`config.mk`:
```
export PLATFORM = sky130hd
export DESIGN_NAME = universal_gate_unit
export DESIGN_NICKNAME = d
export VERILOG_FILES = /design/src/rtl/universal_gate_unit.sv
export SDC_FILE = /design/constraint.sdc
export NUM_CORES = 1
export LEC_CHECK = 0
export ABC_AREA = 1
export CORE_AREA = 2 2 63 65
export DETAILED_ROUTE_END_ITERATION = 8
export DIE_AREA = 0 0 65 67
export PLACE_DENSITY = 0.69
export SYNTH_ARGS = -nofsm -noshare
export SYNTH_HDL_FRONTEND = slang
export SYNTH_SLANG_ARGS = --single-unit
```
`constraint.sdc`:
```
create_clock -name clk -period 4.6 [get_ports clk]
set_clock_uncertainty 0.2 [all_clocks]
set_input_delay 0.46 -clock clk [delete_from_list [all_inputs] [get_ports clk]]
set_output_delay 0.46 -clock clk [all_outputs]
set_load 0.005 [all_outputs]
```
`src/rtl/universal_gate_unit.sv`:
```
// rtl/universal_gate_unit.sv - bitwise gate unit with a 2-entry in-order result buffer
module universal_gate_unit #(
    parameter int WIDTH = 4,
    parameter int CNT_W = 8
) (
    input  logic             clk,
    input  logic             rst,
    input  logic             in_valid,
    output logic             in_ready,
    input  logic [WIDTH-1:0] a,
    input  logic [WIDTH-1:0] b,
    input  logic [2:0]       op,
    output logic             out_valid,
    input  logic             out_ready,
    output logic [WIDTH-1:0] y,
    output logic             y_zero,
    output logic             y_ones,
    output logic [CNT_W-1:0] op_count
);

    logic [WIDTH-1:0] mem [2];
    logic             rd_ptr;
    logic             wr_ptr;
    logic [1:0]       occ;
    logic             started;
    logic [WIDTH-1:0] result;
    logic             push;
    logic             pop;

    always_comb begin
        result = '0;
        case (op)
            3'b000:  result = ~(a & b);
            3'b001:  result = ~(a | b);
            3'b010:  result = a & b;
            3'b011:  result = a | b;
            3'b100:  result = a ^ b;
            3'b101:  result = ~(a ^ b);
            3'b110:  result = ~a;
            default: result = a;
        endcase
    end

    // started keeps in_ready low until the first edge after reset release
    assign in_ready  = started && (occ != 2'd2);
    assign out_valid = (occ != 2'd0);
    assign push      = in_valid && in_ready;
    assign pop       = out_valid && out_ready;

    assign y      = out_valid ? mem[rd_ptr] : '0;
    assign y_zero = out_valid && (y == '0);
    assign y_ones = out_valid && (&y);

    always_ff @(posedge clk or posedge rst) begin
        if (rst) begin
            mem[0]   <= '0;
            mem[1]   <= '0;
            rd_ptr   <= 1'b0;
            wr_ptr   <= 1'b0;
            occ      <= 2'd0;
            started  <= 1'b0;
            op_count <= '0;
        end else begin
            started <= 1'b1;
            if (push) begin
                mem[wr_ptr] <= result;
                wr_ptr      <= ~wr_ptr;
            end
            if (pop) begin
                rd_ptr <= ~rd_ptr;
                if (op_count != {CNT_W{1'b1}})
                    op_count <= op_count + {{(CNT_W-1){1'b0}}, 1'b1};
            end
            case ({push, pop})
                2'b10:   occ <= occ + 2'd1;
                2'b01:   occ <= occ - 2'd1;
                default: occ <= occ;
            endcase
        end
    end

endmodule

```
======== After elaboration in Yosys (flattened, before gate mapping) ========
Cells that the tools add are included.
operators by class
  add/subtract/negate cells ............... 3
  $lt $le $gt $ge ......................... 3
  eq/ne operators ......................... 10
  multiplexer cells ....................... 9
  bitwise logic cells ..................... 11
  reductions and logical operators ........ 12
operators with widths
  kind                                            number
  one-hot mux 4 bit (7 select lines)              1
  2-to-1 mux 4 bit                                5
  inverter 4 bit                                  4
  == test 3 bit (second input constant)           3
  adder 8 x 1 -> 8 bit (second input constant)    1
  bitwise mux 8 bit                               1
  inequality test 8 bit (second input constant)   1
  == test 3 x 2 -> 1 bit (second input constant)  2
  logical AND 1 bit                               6
  bitwise AND 4 bit                               1
  demux 4 bit (select 1 bit)                      1
  >= comparator 2 bit (second input constant)     2
  zero test 4 bit                                 1
  inverter 1 -> 2 bit                             2
  bitwise OR 4 bit                                1
  one-hot mux 2 bit (2 select lines)              1
  AND reduction 4 bit                             1
  nonzero test 2 bit                              2
  XOR 4 bit                                       1
  == test 3 x 1 -> 1 bit (second input constant)  1
  zero test 3 bit                                 1
  adder 2 x 1 -> 2 bit (second input constant)    1
  == test 2 x 1 -> 1 bit (second input constant)  1
  == test 2 bit (second input constant)           1
  other kinds (5)                                 6
word-level totals
  register bits ........................... 21
  bits of input ports ..................... 15
  output and inout bits ................... 16
  word-level logic and storage cells ...... 55

======== Logic depth before layout (Yosys ltp) ========
  depth after elaboration ................. 7
  gate-level depth with buffers ........... 9
  mapped depth without buffers ............ 9

======== Worst setup path after synthesis ========
No wires, ideal clock.
  path type ............................... register to register
  from .................................... register occ[1]
  to ...................................... register occ[1]
  setup time .............................. 131 ps
  arrival time ............................ 1446 ps
  data required time ...................... 4269 ps
  path slack .............................. 2823 ps
  cell stages (with the launch flop) ...... 9
  buffers on the path ..................... 0
  period minus slack after synthesis ...... 1777 ps
  path through ............................ dfrtp_1 nor2_2 inv_2 nand2_2 inv_2 ha_1 a21oi_1 o21ai_0 xor2_1
on the way
  elaborated cells between the ends (all ways) .. 11
  classes of those cells .................. 2 x add/sub; 3 x eq/ne; 1 x mux; 5 x reduce/logical
RTL lines
  what                                                                             line  RTL
  from (decl)                                                                      24    logic [1:0] occ;
  from (signal assigned)                                                           75    2'b10: occ <= occ + 2'd1;
  from (signal assigned)                                                           76    2'b01: occ <= occ - 2'd1;
  nonzero test 2 bit (*)                                                           46    assign out_valid = (occ != 2'd0);
  net out_valid                                                                    13    output logic out_valid,
  logical AND 1 bit (*)                                                            48    assign pop = out_valid && out_ready;
  net pop                                                                          28    logic pop;
  == test 2 x 1 -> 1 bit / == test 2 bit (equally long branches)                   74    case ({push, pop})
  one-hot mux 2 bit (2 select lines) / nonzero test 2 bit (equally long branches)  -
The timed path passes the listed nets; every way through them passes the cells marked *.
A chain may end at the register's enable or synchronous reset.

======== Worst setup path in the final report ========
  from .................................... register occ[1]
  to ...................................... output port y_zero
on the way
  cells in the longest elaborated chain, start to end .. 4
ends and longest elaborated chain
  what                    line  RTL
  nonzero test 2 bit (*)  46
  2-to-1 mux 4 bit        50    assign y = out_valid ? mem[rd_ptr] : '0;
  zero test 4 bit         51    assign y_zero = out_valid && (y == '0);
  logical AND 1 bit (*)   51
  to (decl)               16    output logic y_zero,
Mark *: on every way between the ends. The rest lies on a longest branch, timed or not.

==> impl_metrics.toml <==
[outcome]
status = "finished clean"

[synth]
synthXorXnorAreaFrac = 0.0490
syn_avg_cell_area_um2 = 7.16
synth_seq_area_share = 0.326
ys_ff_latch = 21
synth_area_um2 = 1610
synthCells = 225
synth-edff-count = 0
synth_compound_gate_area_share = 0.0528
synth_mux_area_frac = 0
ys.flop_type = "dfrtp_1"
synth-simple-area-share = 0.386
synth_cell_types = 28
syn_nets = 250
synthAdderAreaFrac = 0.0777
synth_top_family_by_area = "simple AND/OR/NAND/NOR gates"
synthArstFlopShare = 1.00
ys_warn_count = 0

[critical_path]
reg2reg_from = "occ[1]"
required_ns = 3.94
cp_max_fo = 5
end_kind = "output port"
crit_buf_inv = 2
crit_family = "buffers and inverters"
critPathKind = "reg -> out"
worstPathArrival_ns = 1.94
cp_cell_sequence = "nor2_2 -> inv_2 -> nand3_1 -> nand2_1 -> nor4_1 -> clkdlybuf4s50_1"
critPathMaxStageDelay_ns = 0.55
slowest_stage = "clkdlybuf4s50_1"
cp-startpoint = "occ[1]"
start_kind = "register"

[floorplanning]
ios = 31
core_um2 = 3610
start_util = 0.447
die_h_um = 67
rows = 22
die_x_um = 65
die_area_um2 = 4360

[clocking]
tritoncts = "built"
clk_pin_slew_ns = 0.08
cts_buffer_depth = 2
cts_made_buffers = 3
cts_max_level = 1
clk_latency_ns = 0.26
cts-root-buf = "clkbuf_8"
cts_sinks = 21
cts-resized-gates = 0
post_cts_buffers = 0
cts_hold_buf = 0

[timing]
min_period_over_period = 0.565
max_slew_margin = 0.458
setup_tns_ns = 0
finalCriticalPeriod_ns = 2.60
tightestPinTransition_ns = 0.812
setup_viol = 0
max_freq_mhz = 385
drv_slew = 0
hold_viol = 0
rsz0062_at_grt = "no"
layout_setup_ws_ns = 2.00

[layout]
diodes = 0
layout-drive-gt1-share = 0.105
finalInstanceArea_um2 = 1990
fin_nets = 282
syn_to_final_growth_pct = 23.9

[placed_design]
gp_congestion = 0.837
io_buffers = 30
postPlaceCellArea_um2 = 1950
dp_hpwl_um = 2530
pre_cts_slack_ns = 2.29

[routing]
drtAntennaViolNets = 0
routed_wl_um = 3140
drt_first_pass_iters = 4
post-route-drc-count = 0
vias = 1440
routed_via_density = 4.74
detail_route.iter0.violations = 53
wl_per_cell_um = 10.3

[grt]
antenna_found_initial = 0
grt_start_max_net_pins = 22
grt_pass1_vias = 1267
grt_pass1_wl_um = 5600
overflow = 0
track_usage = 0.162

[power]
max-vdd-ir-drop_v = 0.000149
totalPowerFinal_uw = 927
p_leak_uw = 0.00105
powerDensity_nw_per_um2 = 465

[job]
maxCapViolations = 0

[worst_hold_path]
worstHoldPathType = "reg -> reg"
hp-start = "mem[3]"
## worst reg2reg max path, cell delays in order, from the launching register on
cell and delay [ns]:
dfrtp_1 0.44, nor2_2 0.23, inv_2 0.08, nand2_2 0.08, inv_2 0.06, ha_1 0.31, a21oi_1 0.11, o21ai_0 0.11
xor2_1 0.15
## state kept, by name (all words and copies together) (netlist names)
register,flops
occ,2
rd_ptr,1
mem,8
op_count,8
started,1
wr_ptr,1
## Yosys cell counts, drive strengths merged (6+ instances only)
| cell | count | area, um^2 |
|---|---|---|
| dfrtp | 21 | 526 |
| nand2 | 73 | 292 |
| xor2 | 6 | 52.6 |
| nand3 | 14 | 70.1 |
| nor2 | 20 | 113 |
| ha | 10 | 125 |
| inv | 38 | 148 |
| nand4 | 16 | 100 |
| o21ai | 8 | 51.3 |
## final cells by class
class	instances	area, um^2
multi-input cells	163	915
clock inverters	1	5.00
clock buffers	3	41.3
flip-flops and latches	21	526
repair buffers	30	300
well taps	48	60.1
inverters	38	148
fillers	353	1610
## cell families (layout without fill, tap and decap cells)
group	count (synthesis)	in the layout
xor gates and xnor gates	9	9
adders and majority gates	10	10
AOI/OAI and AO/OA	12	12
other	1	1
buffers and inverters	41	72
DFF	21	21
and+or+nand+nor	131	131
## layer usage
layer / part of all wire / GRT usage / vias to the layer above
li1: - / - / 776
met1: 0.50 / 0.233 / 628
met2: 0.46 / 0.253 / 33
met3: 0.037 / 0.0152 / 3
met4: 0.0070 / 0.0559 / 0
met5: 0 / 0 / -
## cell usage in the layout, fill, tap and decap left out, drive strengths merged
cell / instances
nand3: 14
o21ai: 8
xnor2: 3
conb: 1
a21boi: 1
nand3b: 1
nor2: 20
nor3: 3
or2: 3
inv: 38
a21oi: 3
nor4: 1
clkinv: 1
nand4: 16
clkdlybuf4s50: 30
dfrtp: 21
nand2: 73
ha: 10
xor2: 6
clkbuf: 3
## per-stage QoR
step / hold slack (ns) / util / std cells
3_5_place_dp: 0.264 / 0.540 / 300
5_1_grt: 0.321 / 0.553 / 304
6_report: 0.284 / 0.553 / 304
2_1_floorplan: 0.237 / - / 225
3_3_place_gp: 0.266 / 0.540 / 300
4_1_cts: 0.284 / 0.553 / 304
## power by group
part           switching [uW]  internal, uW
registers                79.9           261
clock network            61.7          60.4
logic                     225           239
## final timing paths
path                          end  slack [ns]  cells past startpoint
setup / recovery           y_zero        2.00                      6
hold / removal             mem[3]        0.28                      2
setup reg to reg           occ[1]        2.73                      8
hold reg to reg            mem[3]        0.28                      2
max in group asynchronous  mem[6]        3.24                      2
min in group asynchronous  occ[1]        0.45                      2
No activity file was read; power rests on OpenSTA's default activity.
